## src/rtl/hazard_pkg.sv

```systemverilog
// Shared types and constants for the pipeline hazard controller.
package hazard_pkg;

  typedef enum logic [1:0] {
    FILL    = 2'd0,
    RUN     = 2'd1,
    MEMWAIT = 2'd2
  } ctrl_state_t;

  // X31 reads as zero, so a load that targets it never produces data a consumer waits on.
  localparam logic [4:0] REG_ZR = 5'd31;

  // A load in EX whose destination is read by the instruction in ID.
  function automatic logic load_use_hit(
    input logic       ex_mem_read,
    input logic [4:0] ex_target,
    input logic       use_rn,
    input logic [4:0] rn,
    input logic       use_rm,
    input logic [4:0] rm
  );
    return ex_mem_read && (ex_target != REG_ZR) &&
           ((use_rn && (rn == ex_target)) || (use_rm && (rm == ex_target)));
  endfunction

endpackage

```

## src/rtl/hazard_perf_counters.sv

```systemverilog
// Three saturating event counters (load-use stalls, branch squashes, memory-wait cycles).
// Only built when HAZARD_PERF_CNT_EN is defined.
`ifdef HAZARD_PERF_CNT_EN
module hazard_perf_counters #(
  parameter int unsigned CNT_W = 32
) (
  input  logic             clk,
  input  logic             rst_n,
  input  logic             inc_ldstall_i,
  input  logic             inc_flush_i,
  input  logic             inc_memwait_i,
  output logic [CNT_W-1:0] ldstall_o,
  output logic [CNT_W-1:0] flush_o,
  output logic [CNT_W-1:0] memwait_o
);

  logic [CNT_W-1:0] ldstall_q, flush_q, memwait_q;

  // Count one per active cycle, holding at all-ones.
  always_ff @(posedge clk or negedge rst_n) begin
    if (!rst_n) begin
      ldstall_q <= '0;
      flush_q   <= '0;
      memwait_q <= '0;
    end else begin
      if (inc_ldstall_i && !(&ldstall_q)) ldstall_q <= ldstall_q + CNT_W'(1);
      if (inc_flush_i   && !(&flush_q))   flush_q   <= flush_q + CNT_W'(1);
      if (inc_memwait_i && !(&memwait_q)) memwait_q <= memwait_q + CNT_W'(1);
    end
  end

  assign ldstall_o = ldstall_q;
  assign flush_o   = flush_q;
  assign memwait_o = memwait_q;

endmodule
`endif

```

## src/rtl/pipeline_hazard_ctrl.sv

```systemverilog
// Pipeline hazard controller: load-use stall, taken-branch squash and data-memory wait.
// Control outputs are same-cycle (Mealy) functions of state and inputs.
// Optional HAZARD_PERF_CNT_EN adds perf_ldstall/perf_flush/perf_memwait counters.
module pipeline_hazard_ctrl
  import hazard_pkg::*;
#(
  parameter int unsigned MEM_TIMEOUT = 64,
  parameter int unsigned CNT_W       = 32
) (
  input  logic       clk,
  input  logic       rst,
  input  logic [4:0] id_Rn,
  input  logic [4:0] id_Rm,
  input  logic       id_useRn,
  input  logic       id_useRm,
  input  logic       ex_memRead,
  input  logic [4:0] ex_targetReg,
  input  logic       ex_PCSrc,
  input  logic       mem_access,
  input  logic       mem_ready,
  output logic       pc_en,
  output logic       if_id_en,
  output logic       if_id_flush,
  output logic       id_ex_en,
  output logic       id_ex_bubble,
  output logic       ex_mem_en,
  output logic       mem_wb_bubble,
  output logic       mem_timeout,
  output logic [1:0] ctrl_state
`ifdef HAZARD_PERF_CNT_EN
  ,
  output logic [CNT_W-1:0] perf_ldstall,
  output logic [CNT_W-1:0] perf_flush,
  output logic [CNT_W-1:0] perf_memwait
`endif
);

  ctrl_state_t      state_q, state_d;
  logic [CNT_W-1:0] wait_cnt_q, wait_cnt_d;
  logic             mem_timeout_q, mem_timeout_d;
  logic             lu_hit_c;
  logic             run_rules_c;

  assign lu_hit_c = load_use_hit(ex_memRead, ex_targetReg, id_useRn, id_Rn, id_useRm, id_Rm);

  // State, wait counter and sticky timeout flag.
  always_ff @(posedge clk or negedge rst) begin
    if (!rst) begin
      state_q       <= FILL;
      wait_cnt_q    <= '0;
      mem_timeout_q <= 1'b0;
    end else begin
      state_q       <= state_d;
      wait_cnt_q    <= wait_cnt_d;
      mem_timeout_q <= mem_timeout_d;
    end
  end

  // Next state and pipeline control; reset forces the flush/bubble pattern.
  always_comb begin
    state_d       = state_q;
    wait_cnt_d    = wait_cnt_q;
    mem_timeout_d = mem_timeout_q;
    run_rules_c   = 1'b0;
    pc_en         = 1'b1;
    if_id_en      = 1'b1;
    if_id_flush   = 1'b0;
    id_ex_en      = 1'b1;
    id_ex_bubble  = 1'b0;
    ex_mem_en     = 1'b1;
    mem_wb_bubble = 1'b0;

    case (state_q)
      FILL: begin
        if_id_flush  = 1'b1;
        id_ex_bubble = 1'b1;
        state_d      = RUN;
      end
      RUN: begin
        if (mem_access && !mem_ready) begin
          wait_cnt_d = CNT_W'(1);
          state_d    = MEMWAIT;
        end else begin
          run_rules_c = 1'b1;
        end
      end
      MEMWAIT: begin
        if (mem_ready || (wait_cnt_q == CNT_W'(MEM_TIMEOUT - 1))) begin
          if (!mem_ready) mem_timeout_d = 1'b1;
          wait_cnt_d  = '0;
          state_d     = RUN;
          run_rules_c = 1'b1;
        end else begin
          wait_cnt_d = wait_cnt_q + CNT_W'(1);
        end
      end
      default: state_d = FILL;
    endcase

    // Freeze the front of the pipe while memory is outstanding.
    if (state_d == MEMWAIT) begin
      pc_en         = 1'b0;
      if_id_en      = 1'b0;
      id_ex_en      = 1'b0;
      ex_mem_en     = 1'b0;
      mem_wb_bubble = 1'b1;
    end

    // Branch squash outranks a coincident load-use stall.
    if (run_rules_c) begin
      if (ex_PCSrc) begin
        if_id_flush  = 1'b1;
        id_ex_bubble = 1'b1;
      end else if (lu_hit_c) begin
        pc_en        = 1'b0;
        if_id_en     = 1'b0;
        id_ex_bubble = 1'b1;
      end
    end

    if (!rst) begin
      pc_en         = 1'b0;
      if_id_en      = 1'b0;
      if_id_flush   = 1'b1;
      id_ex_en      = 1'b0;
      id_ex_bubble  = 1'b1;
      ex_mem_en     = 1'b0;
      mem_wb_bubble = 1'b1;
    end
  end

  assign mem_timeout = mem_timeout_q;
  assign ctrl_state  = state_q;

`ifdef HAZARD_PERF_CNT_EN
  logic inc_ldstall_c, inc_flush_c, inc_memwait_c;

  // Classify this cycle's action from the control pattern it produced.
  assign inc_ldstall_c = rst && !pc_en && !if_id_en && id_ex_en && id_ex_bubble;
  assign inc_flush_c   = rst && if_id_flush && (state_q != FILL);
  assign inc_memwait_c = rst && mem_wb_bubble;

  hazard_perf_counters #(.CNT_W(CNT_W)) u_perf (
    .clk           (clk),
    .rst_n         (rst),
    .inc_ldstall_i (inc_ldstall_c),
    .inc_flush_i   (inc_flush_c),
    .inc_memwait_i (inc_memwait_c),
    .ldstall_o     (perf_ldstall),
    .flush_o       (perf_flush),
    .memwait_o     (perf_memwait)
  );
`endif

endmodule

```

## config.mk

```make
export PLATFORM = sky130hd
export DESIGN_NAME = pipeline_hazard_ctrl
export DESIGN_NICKNAME = d
export VERILOG_FILES = /design/src/rtl/hazard_pkg.sv /design/src/rtl/hazard_perf_counters.sv /design/src/rtl/pipeline_hazard_ctrl.sv
export SDC_FILE = /design/constraint.sdc
export NUM_CORES = 1
export LEC_CHECK = 0
export BUFFER_PORTS_ARGS = -buffer_cell sky130_fd_sc_hd__buf_2
export CAP_MARGIN = 20
export CORE_MARGIN = 2
export CORE_UTILIZATION = 31
export CTS_BUF_LIST = sky130_fd_sc_hd__clkbuf_8
export DETAILED_ROUTE_END_ITERATION = 8
export PLACE_DENSITY = 0.47
export SYNTH_ARGS = -nofsm -noshare
export SYNTH_HDL_FRONTEND = slang
export SYNTH_SLANG_ARGS = --single-unit
```

## constraint.sdc

```tcl
create_clock -name clk -period 2.4 [get_ports clk]
set_input_delay 0.48 -clock clk [delete_from_list [all_inputs] [get_ports clk]]
set_output_delay 0.48 -clock clk [all_outputs]
set_load 0.02 [all_outputs]
```

==> impl_metrics.yaml <==
floorplan:
  design.die.area_um2: 7990
  die_h_um: 89.4
  rows: 31
  core_um2: 7140
  io_pins: 33
  initial_core_util_pct: 31.7
  die_w_um: 89.4
timing:
  hold_viol: 0
  timing.final.max_slew_violations: 0
  setup_tns_ns: -0.749
  period_minus_slack_ns: 2.59
  setup_ws_ns: -0.192
  rsz0062_at_grt: "yes"
  fmax_ghz: 0.386
  finalCritPeriodShare_pct: 108
  fin_skew_ns: 0.0128
  tightest_slew_ns: 0.491
  finalSetupViolCount: 5
  max_slew_margin_pct: 67.2
critical_path:
  crit_slowest_cell: "dfrtp_1"
  cp_cell_sequence: "nor4bb_2 > and4_4 > a21o_4 > a21boi_1 > o41a_1 > buf_2"
  cp.required_ns: 1.92
  slowest_delay_ns: 0.42
  startpoint_type: "flip-flop"
  ff2ff_setup_slack_ns: 0.18
  cp-end-kind: "output pin"
  critical_path_class: "reg2out"
  crit_arrival_ns: 2.11
  path_max_fanout: 3
drt:
  vias_per_cell: 4.98
  drc: 0
  avgRoutedWirePerCell_um: 13.5
  drt_first_iter_violations: 69
  first_pass_iters: 4
  drtAntennaViolNets: 0
  totalWireLength_mm: 5.64
  routed-via-count: 2080
final_layout:
  layout-drive-gt1-share_pct: 34.5
  fin_cells: 418
  num_antenna_cells: 0
  final_cell_mix: "buf_4, nor2_1, dfrtp_1"
  areaGrowthSynthToFinish_pct: 34.2
  final_common_cell: "buf_4"
  nets: 346
  utilization_pct: 42.5
synth:
  synth_top_cell_area_share_pct: 38.8
  ys_ff_latch: 35
  synth_ff_type: "dfrtp_1"
  ys_seq_area_share_pct: 38.8
  yosys.area.top_type: "dfrtp_1"
  avgSynthCellArea_um2: 9.15
  synth.distinct_cells: 47
  syn_nets: 275
  yosysWarningCount: 0
  syn-instance-count: 247
  async_reset_ff_share_pct: 100
  synth_area_leaders: "dfrtp_1, xor2_1, nor2_1"
  synth_edf_count: 0
  synth_area_um2: 2260
cts:
  htreeDepth: 2
  tritoncts: "built"
  ctsLongestPathBuffers: 2
  numCtsBuffers: 5
  clock_sinks: 35
  cts-root-buf: "clkbuf_8"
  clkTransAtPathRegs_ns: 0.08
  clk_latency_ns: 0.29
  hold_buffers: 0
power_and_ir_drop:
  ir_drop_mv: 0.506
  power.leakage_nw: 1.38
  power-per-cell-area_nw_per_um2: 572
hold_path:
  min_path_type: "in2async"
global_route:
  grt_pass1_wl_mm: 9.43
  grt_overflow: 0
  grt_usage_pct: 15.4
  grt_antenna_before_repair: 0
  grt_pass1_vias: 1982
  grt_max_degree: 36
status:
  violations: "negative setup slack"
  outcome: "finished, violations left"
place:
  place.gp.congestion: 0.841
  io_buffers: 32
  dpl_worst_slack_ns: -0.0229
  numPlacedInstances: 407
  dp_hpwl_mm: 4.22
flow_run:
  drv_cap: 0
[synthesized netlist by cell type, types with 2 or more instances]
cell / count
nand3_2: 2
a21oi_1: 4
and2_1: 5
a21oi_2: 4
xnor2_1: 4
nor2_1: 32
nand4b_1: 2
xor2_1: 31
buf_2: 3
buf_4: 4
ha_1: 5
nand3b_1: 2
dfrtp_1: 35
nand2b_1: 6
nand4_1: 18
nor4_1: 10
and3_1: 5
or3_1: 2
nand3_1: 14
o21ai_0: 8
nand2_1: 15
inv_1: 9
o41a_1: 2
a211oi_1: 2
[worst paths after layout]
path | endpoint | depth (start not counted) | start
max in group asynchronous | ctrl_state[1]$_DFF_PN0_ | 2 | rst
worst min-delay path | wait_cnt_q[28]$_DFFE_PN0P_ | 2 | rst
worst max register to register | wait_cnt_q[8]$_DFFE_PN0P_ | 8 | ctrl_state[0]$_DFF_PN0_
worst min register to register | mem_timeout$_DFFE_PN0P_ | 1 | mem_timeout$_DFFE_PN0P_
worst max-delay path | pc_en | 6 | wait_cnt_q[8]$_DFFE_PN0P_
min in group clk | mem_timeout$_DFFE_PN0P_ | 1 | mem_timeout$_DFFE_PN0P_
[routing by layer]
metal  up-vias  part of all wire, %  wire length [µm]  track usage, %
met5         -                    0                 0               0
met4         0                  1.0                57            4.07
met3         5                  5.7               320            3.23
met2        60                   47              2630            25.6
met1       988                   47              2640            20.4
li1       1027                    -                 -               -
[through the flow]
stage	hold slack (ns)	power [mW]	area, µm²
2_1_floorplan	0.184	1.04	2290
3_3_place_gp	0.475	1.26	2800
3_5_place_dp	0.466	1.26	2800
4_1_cts	0.335	1.72	2980
5_1_grt	0.360	1.85	3030
6_report	0.327	1.73	3030
[cell families (layout without fill, tap and decap cells)]
family	Yosys count	after routing	share of synthesized area, %
flops	35	35	38.8
fa+ha+maj	5	5	2.77
simple gates	121	121	29.8
buf+inv	17	89	3.99
xor+xnor	35	35	13.6
compound gates	34	34	11.1
[critical path, delay by kind of cell, from the launching register on]
family,cells,cell delay (ns)
simple gates,2,0.67
flops,1,0.42
compound gates,3,0.57
buf+inv,1,0.17
[timing repair]
item | CTS | global route
pin swaps | 3 | 4
gates resized for setup | 21 | 9
setup buffers | 2 | 2
hold endpoints to repair | 0 | 0
endpoints found under the setup margin | 7 | 7
[registers in the layout (all words and copies together), names as in the netlist]
| name | cells |
|---|---|
| wait_cnt_q | 32 |
| ctrl_state | 2 |
| mem_timeout | 1 |
[report_power, final]
part	switching (mW)	internal, mW
clock	0.226	0.199
sequential	0.0367	0.621
combinational	0.359	0.294
[layout make-up]
class                      instances  area (µm²)
fill                             727        4100
timing repair buffer              72         508
clock inverter                     3        16.3
inverter                           9        33.8
sequential                        35         880
multi-input combinational        195        1400
clock buffer                       5        68.8
tap                               99         124
Power figures use the tool's default switching activity.
